==> config.mk <==
export PLATFORM = sky130hd
export DESIGN_NAME = lock_alarm_ctrl
export DESIGN_NICKNAME = d
export VERILOG_FILES = /design/src/rtl/lock_pkg.sv /design/src/rtl/lock_alarm_ctrl_sec_timer.sv /design/src/rtl/lock_alarm_ctrl.sv
export SDC_FILE = /design/constraint.sdc
export NUM_CORES = 1
export LEC_CHECK = 0
export CORE_MARGIN = 1.5
export CORE_UTILIZATION = 29
export CTS_CLUSTER_DIAMETER = 100
export DETAILED_ROUTE_END_ITERATION = 8
export MAX_ROUTING_LAYER = met4
export SETUP_SLACK_MARGIN = 0.05
export SKIP_LAST_GASP = 1
export SYNTH_ARGS = -nofsm -noshare
export SYNTH_HDL_FRONTEND = slang
export SYNTH_SLANG_ARGS = --single-unit
==> constraint.sdc <==
create_clock -name clk -period 3.04 [get_ports clk]
set_clock_uncertainty 0.15 [all_clocks]
set_input_delay 0.456 -clock clk [delete_from_list [all_inputs] [get_ports clk]]
set_output_delay 0.456 -clock clk [all_outputs]
set_load 0.03 [all_outputs]
==> src/rtl/lock_pkg.sv <==
// Shared types and defaults for the lock alarm sequencer.
package lock_pkg;
  typedef enum logic [1:0] {
    IDLE    = 2'd0,
    FLASH   = 2'd1,
    LOCKOUT = 2'd2
  } state_e;

  localparam int MAX_FAILS_DEF   = 3;
  localparam int FLASH_SEC_DEF   = 12;
  localparam int LOCKOUT_SEC_DEF = 30;
  localparam int FAIL_W          = 4;
endpackage

==> src/rtl/lock_alarm_ctrl_sec_timer.sv <==
// Loadable 8-bit seconds down-counter; done fires on the tick that takes it from 1 to 0.
module sec_timer (
  input  logic       clk,
  input  logic       rst,
  input  logic       clr,
  input  logic       load,
  input  logic [7:0] load_val,
  input  logic       tick,
  output logic [7:0] cnt,
  output logic       done
);
  logic [7:0] cnt_q, cnt_d;

  always_comb begin
    cnt_d = cnt_q;
    if (clr)                         cnt_d = 8'd0;
    else if (load)                   cnt_d = load_val;
    else if (tick && cnt_q != 8'd0)  cnt_d = cnt_q - 8'd1;
  end

  always_ff @(posedge clk or posedge rst) begin
    if (rst) cnt_q <= 8'd0;
    else     cnt_q <= cnt_d;
  end

  assign cnt  = cnt_q;
  assign done = tick && (cnt_q == 8'd1);
endmodule

==> src/rtl/lock_alarm_ctrl.sv <==
// Wrong-code counter and IDLE/FLASH/LOCKOUT sequencer driving the alarm flasher.
module lock_alarm_ctrl
  import lock_pkg::*;
#(
  parameter int MAX_FAILS   = MAX_FAILS_DEF,
  parameter int FLASH_SEC   = FLASH_SEC_DEF,
  parameter int LOCKOUT_SEC = LOCKOUT_SEC_DEF
) (
  input  logic              clk,
  input  logic              rst,
  input  logic              tick_1hz,
  input  logic              verify_valid,
  input  logic              verify_ok,
  input  logic              admin_clear,
  input  logic              flash_done,
  output logic              flash_req,
  output logic              locked,
  output logic [FAIL_W-1:0] fail_count,
  output logic              unlock_pulse,
  output logic              reject_pulse,
  output logic [7:0]        lock_remaining
);
  localparam logic [FAIL_W-1:0] MAX_F = FAIL_W'(MAX_FAILS);

  state_e            state_q, state_d;
  logic [FAIL_W-1:0] fail_q, fail_d, fail_inc;
  logic              unlock_q, unlock_d, reject_q, reject_d;
  logic              flash_req_q, flash_req_d, locked_q, locked_d;
  logic              done_q;
  logic              flash_load, lock_load, tmr_clr;
  logic              flash_exp, lock_exp;
  logic [7:0]        flash_left, lock_left;

  assign fail_inc = (fail_q == {FAIL_W{1'b1}}) ? fail_q : fail_q + 1'b1;

  always_comb begin
    state_d    = state_q;
    fail_d     = fail_q;
    unlock_d   = 1'b0;
    reject_d   = 1'b0;
    flash_load = 1'b0;
    lock_load  = 1'b0;
    tmr_clr    = 1'b0;
    if (admin_clear) begin
      state_d = IDLE;
      fail_d  = '0;
      tmr_clr = 1'b1;
    end else begin
      case (state_q)
        IDLE: if (verify_valid) begin
          if (verify_ok) begin
            unlock_d = 1'b1;
            fail_d   = '0;
          end else begin
            reject_d = 1'b1;
            if (fail_inc >= MAX_F) begin
              state_d    = FLASH;
              fail_d     = MAX_F;
              flash_load = 1'b1;
            end else begin
              fail_d = fail_inc;
            end
          end
        end
        FLASH: begin
          reject_d = verify_valid;
          // a watchdog that somehow was never armed must not trap us here
          if ((flash_done && !done_q) || flash_exp || flash_left == 8'd0) begin
            state_d   = LOCKOUT;
            lock_load = 1'b1;
          end
        end
        LOCKOUT: begin
          reject_d = verify_valid;
          if (lock_exp) begin
            state_d = IDLE;
            fail_d  = '0;
          end
        end
        default: begin
          state_d = IDLE;
          fail_d  = '0;
          tmr_clr = 1'b1;
        end
      endcase
    end
    flash_req_d = (state_d == FLASH);
    locked_d    = (state_d == FLASH) || (state_d == LOCKOUT);
  end

  always_ff @(posedge clk or posedge rst) begin
    if (rst) begin
      state_q     <= IDLE;
      fail_q      <= '0;
      unlock_q    <= 1'b0;
      reject_q    <= 1'b0;
      flash_req_q <= 1'b0;
      locked_q    <= 1'b0;
      done_q      <= 1'b0;
    end else begin
      state_q     <= state_d;
      fail_q      <= fail_d;
      unlock_q    <= unlock_d;
      reject_q    <= reject_d;
      flash_req_q <= flash_req_d;
      locked_q    <= locked_d;
      // continuous sampling: a sticky high level at FLASH entry is not an edge
      done_q      <= flash_done;
    end
  end

  sec_timer u_flash_tmr (
    .clk      (clk),
    .rst      (rst),
    .clr      (tmr_clr),
    .load     (flash_load),
    .load_val (8'(FLASH_SEC)),
    .tick     (tick_1hz && state_q == FLASH),
    .cnt      (flash_left),
    .done     (flash_exp)
  );

  sec_timer u_lock_tmr (
    .clk      (clk),
    .rst      (rst),
    .clr      (tmr_clr),
    .load     (lock_load),
    .load_val (8'(LOCKOUT_SEC)),
    .tick     (tick_1hz && state_q == LOCKOUT),
    .cnt      (lock_left),
    .done     (lock_exp)
  );

  assign flash_req      = flash_req_q;
  assign locked         = locked_q;
  assign fail_count     = fail_q;
  assign unlock_pulse   = unlock_q;
  assign reject_pulse   = reject_q;
  assign lock_remaining = lock_left;
endmodule

Word-level counts from Yosys, hierarchy flattened --
Index checks and enable logic that the tools add are counted. W data, S select, Z words.
Storage, ports and cells: input port bits 7, flip-flop bits (word level) 27
Cells by class: mux-type cells 38, reduce and logical (&&, ||, !) cells 20, magnitude comparators 1, equal/unequal tests 10, $add $sub $neg 3
Operator list (number):
- $mux W8 | 6
- $mux W4 | 6
- $mux W1 | 17
- $eq A8 B1 Y1 const B | 2
- $reduce_bool A8 Y1 | 2
- $sub A8 B1 Y8 const B | 2
- $mux W2 | 6
- $pmux W4 S3 | 1
- $logic_not A8 Y1 | 1
- $logic_and A1 B1 Y1 | 7
- $ne A3 B3 Y1 const B | 2
- $pmux W2 S3 | 1
- $reduce_bool A3 Y1 | 2
- $add A4 B1 Y4 const B | 1
- $eq A2 B1 Y1 const B | 2
- $eq A2 B2 Y1 const B | 2
- $eq A4 B4 Y1 const B | 1
- $ge A4 B2 Y1 const B | 1
- $logic_or A1 B1 Y1 | 3
- $reduce_and A3 Y1 | 1
- $reduce_or A3 Y1 | 1
- $logic_not A2 Y1 | 1
- $ne A2 B2 Y1 const B | 1
- $pmux W1 S2 | 1
- 2 further kinds | 2

Longest topological paths before layout --
word-level depth 10, gate-level depth with buffers 8

Hierarchy --
A second synthesis with hierarchy kept.
Second synthesis, totals: cell total of the unflattened synthesis 190, area total of the unflattened synthesis 1851.8 sq um
By module, submodules not included:
- sec_timer | cells each 61, area each 584.3 sq um, instances 2
- lock_alarm_ctrl | cells each 68, area each 683.2 sq um, instances 1

Worst setup path after synthesis --
Ideal clock, no wire load.
kind register to register, start register u_lock_tmr.cnt_q[3] (netlist: u_lock_tmr.cnt[3]), end register locked_q (netlist: locked), arrival time 2226 ps, cell stages (with the launch flop) 7, setup slack 601 ps, library setup time 63 ps, required time 2827 ps, clock period less this slack 2439 ps, buffers on the path 0, cell sequence dfrtp_1 or4_4 o41a_1 o21a_1 o31ai_1 ha_1 inv_1
On the way: cells in the longest elaborated chain, start to end 7, elaborated cells on any way between the ends 8, those cells by class eq/ne: 3; mux: 3; reduce/logical: 2
RTL lines:
- from (decl) | RTL line lock_alarm_ctrl_sec_timer.sv:12 | logic [7:0] cnt_q, cnt_d;
- from (signal assigned) | RTL line lock_alarm_ctrl_sec_timer.sv:23 | else cnt_q <= cnt_d;
- $eq A8 B1 Y1 (*) | RTL line lock_alarm_ctrl_sec_timer.sv:27 | assign done = tick && (cnt_q == 8'd1);
- $logic_and A1 B1 Y1 (*) | RTL line lock_alarm_ctrl_sec_timer.sv:27
- $mux W2 (*) | RTL line lock_alarm_ctrl.sv:75 | if (lock_exp) begin
- $pmux W2 S3 (*) | RTL line lock_alarm_ctrl.sv:49 | case (state_q)
- $mux W2 (*) | RTL line lock_alarm_ctrl.sv:44 | if (admin_clear) begin
- $eq A2 B1 Y1 / $eq A2 B2 Y1 (equally long branches) | RTL line lock_alarm_ctrl.sv:88 | locked_d = (state_d == FLASH) || (state_d == LOCKOUT);
- $logic_or A1 B1 Y1 (*) | RTL line lock_alarm_ctrl.sv:88
- net locked_d | RTL line lock_alarm_ctrl.sv:28 | logic flash_req_q, flash_req_d, locked_q, locked_d;
- to (signal assigned) | RTL line lock_alarm_ctrl.sv:106 | locked_q <= locked_d;
- to (decl) | RTL line lock_alarm_ctrl.sv:28
The timed path passes the listed nets; every way through them passes the cells marked *. A chain may end at the register's enable or synchronous reset.

Worst setup path after layout --
Same ends and word-level chain as after synthesis.

==> summary.md <==
| Metric | Value |
|---|---|
| Core area | `0.00520 sq mm` |
| Power share of the clock group | `28.9%` |
| # diodes | `0` |
| Chip Width | `77.2 microns` |
| Post-synthesis sequential area ratio | `42.3%` |
| FF/Latch Area | `676 sq um` |
| Clock buffer depth | `2` |
| Number of synthesized flops with an enable pin | `0` |
| FP Rows | `26` |
| Starting density of the core | `30.7%` |
| Cell area after synthesis | `0.00160 sq mm` |
| Number of CTS-inserted buffers | `3` |
| Comb pwr share | `18.9%` |
| Tmin final | `2470 ps` |
| Worst R2R Path Depth | `6` |
| Max Fclk | `405 MHz` |
| CTS Root Cell | `clkbuf_8` |
| Compound-Gate Fraction of Synth Area | `18.9%` |
| Setup_tns | `0 ps` |
| Mux contribution to synthesized area | `0%` |
| Area contributors post-synth | `dfrtp_1, ha_1, inv_1, a21oi_1, a211oi_1` |
| Largest net degree at the start of global routing | `28` |
| Total GRT Usage | `13.1%` |
| Clk pin slew, worst setup/hold paths | `100 ps` |
| CTS sink cnt | `27` |
| Power Dens Cells | `373 mW/mm^2` |
| Status | `finished clean` |
| Most numerous cell in the Yosys netlist | `dfrtp_1` |
| Switch Pwr | `211 uW` |
| Post-synthesis xor/xnor area fraction | `4.93%` |
| Resized Gates After CTS | `0` |
| Min Hold Slack | `387 ps` |
| Port bufs | `22` |
| # fillers | `535` |
| Global placement routability congestion | `0.842` |
| Req. time, crit path | `3110 ps` |
| List of most frequent post-synthesis cells | `dfrtp_1, inv_1, ha_1, nor2_1, a21oi_1` |
| Arr. time, crit path | `2540 ps` |
| Startpoint Class | `register` |
| Tcrit/Tclk final | `81.2%` |
| Final HPWL DP | `2540 microns` |
| CTS Hold Bufs | `0` |
| Slew @ Worst Pin | `559 ps` |
| DR vias/cell | `4.91` |
| Multi-input logic area | `851 sq um` |
| Die height | `77.2 microns` |
| Simple-Gate Fraction of Synth Area | `20.0%` |
| Adder-Cell Fraction of Synth Area | `9.40%` |
| Top cell type's share of synthesized area | `42.3%` |
| First-pass DRT Iterations | `4` |
| CTS tree | `done` |
| Sw Ratio | `28.7%` |
| Htree depth | `1` |
| Die Footprint | `0.00596 sq mm` |
| Flop-to-flop setup slack | `570 ps` |
| Final Routed Wirelength | `3400 microns` |
| Sequential Power Share | `52.2%` |
| Routed Antenna Nets | `0` |
| Post-Syn Nets | `184` |
| #FFs+latches synth | `27` |
| Final hold vios | `0` |
| Clk_lat worst skew | `270 ps` |
| Unique cell type count in the Yosys netlist | `44` |
| Via count | `1287` |
| DRC Markers | `0` |
| DR iter-0 viols | `67` |
| Share of layout cells above drive strength 1 | `9.90%` |
| Final setup fails | `0` |
| Setup CP Type | `register to register` |
| Syn Inst Count | `165` |
| P_int | `524 uW` |
| Number of antenna violations at the first check in global routing | `0` |
| First-pass GRT wire length | `6150 microns` |
| CP endpoint kind | `register` |
| IO Pins | `23` |
| Reg2reg end | `locked$_DFF_PP0_` |
| Unrepaired setup endpoints after global routing | `no` |
| Ys async rst share | `100%` |
| Combinational family with the most area after synthesis | `simple AND/OR/NAND/NOR gates` |
| P_leak | `0.821 nW` |
| Slew Limit Headroom | `62.3%` |
| Avg Cell Area, Syn | `9.68 sq um` |
| Reg-to-Reg Start | `u_lock_tmr.cnt[3]$_DFFE_PP0P_` |
| Drt wl/cell | `13.0 microns` |
| Dominant cell type by area after synthesis | `dfrtp_1` |
| VDD IR max | `210 uV` |
| Area added between synthesis and finish | `23.3%` |
| Yosys warning count | `0` |
| Net count, final | `212` |
| Slew Viols, Final | `0` |
| Post-synth top flop | `dfrtp_1` |
| Total congestion overflow | `0` |
| Max cap viols | `0` |
| Hold Path Class | `input port to async pin` |
| Vias in the first global route | `1281` |
| CP max FO | `8` |
| Setup Buffers After CTS | `0` |
sequential cells by signal, indices dropped and copies added, names as in the netlist:
signal,cells
reject_pulse,1
unlock_pulse,1
done_q,1
state_q,2
fail_count,4
u_lock_tmr.cnt,8
u_flash_tmr.cnt,8
locked,1
flash_req,1
layout make-up:
type | count | share of cell area (%)
timing repair buffer | 25 | 12.3
inverter | 17 | 3.24
clock buffer | 3 | 2.10
tap | 70 | 4.45
sequential | 27 | 34.3
multi-input combinational | 119 | 43.2
clock inverter | 1 | 0.381
through the flow:
| stage | area, sq um | setup WS, ps | total power, mW | std cells | utilization [%] |
|---|---|---|---|---|---|
| 2_1_floorplan | 1600 | 601 | 0.478 | 165 | - |
| 3_3_place_gp | 1920 | 584 | 0.532 | 258 | 36.9 |
| 3_5_place_dp | 1920 | 537 | 0.531 | 258 | 36.9 |
| 4_1_cts | 1970 | 554 | 0.746 | 262 | 37.8 |
| 5_1_grt | 1970 | 384 | 0.772 | 262 | 37.8 |
| 6_report | 1970 | 571 | 0.735 | 262 | 37.8 |
logic make-up (layout without fill, tap and decap cells):
kind of cell | after synthesis | in the layout
AND/OR/NAND/NOR | 55 | 55
buffers and inverters | 19 | 46
adder cells (fa/ha/maj) | 12 | 12
XOR/XNOR | 9 | 9
flip-flops | 27 | 27
AO/OA/AOI/OAI | 43 | 43
power by group through the flow:
stage	logic, mW	clock network, mW	registers (mW)
finish	0.139	0.212	0.384
global route	0.156	0.229	0.387
CTS	0.141	0.220	0.384
detailed placement	0.140	0	0.391
global placement	0.141	0	0.391
floorplan	0.0733	0	0.405
how the worst max path moves through the flow:
stage / startpoint / to / cells past startpoint
finish: u_lock_tmr.cnt[3]$_DFFE_PP0P_ / locked$_DFF_PP0_ / 6
global route: fail_count[0]$_DFFE_PP0P_ / locked$_DFF_PP0_ / 7
CTS: u_lock_tmr.cnt[3]$_DFFE_PP0P_ / locked$_DFF_PP0_ / 6
detailed placement: tick_1hz / locked$_DFF_PP0_ / 7
global placement: tick_1hz / locked$_DFF_PP0_ / 7
floorplan: u_lock_tmr.cnt[3]$_DFFE_PP0P_ / locked$_DFF_PP0_ / 6
routing by layer:
layer / part of all wire, % / vias to the layer above / global-route usage [%]
li1: - / 657 / -
met1: 50 / 597 / 18.1
met2: 44 / 31 / 18.4
met3: 4.8 / 2 / 3.21
met4: 0.85 / 0 / 4.91
met5: 0 / - / -
critical path: stages, from the launching register on:
cell and delay [ps]:
dfrtp_1 470, or4_4 570, o41a_1 450, o21a_1 210, o31ai_1 240, ha_1 270
inv_1 60
cell usage in the layout (no fill, tap or decap), types with 2 or more instances in the layout:
master,netlist,routed
clkbuf_8,0,3
nand2b_1,4,4
or2_2,3,3
nor3_1,5,5
xor2_1,4,4
nor3b_1,3,3
xnor2_1,5,5
or3_1,3,3
nor4_1,3,3
buf_4,0,3
or3b_2,2,2
o311ai_0,2,2
a31oi_1,2,2
nand4_1,2,2
o21ai_0,3,3
nand3_1,2,2
inv_1,17,17
clkdlybuf4s50_1,0,22
a21o_1,2,2
a211oi_1,6,6
and3_2,2,2
dfrtp_1,27,27
nand2_1,6,6
o31ai_1,6,6
a21oi_1,11,11
nor2_1,12,12
ha_1,12,12
Note: power is estimated with default switching activity, not from simulation.
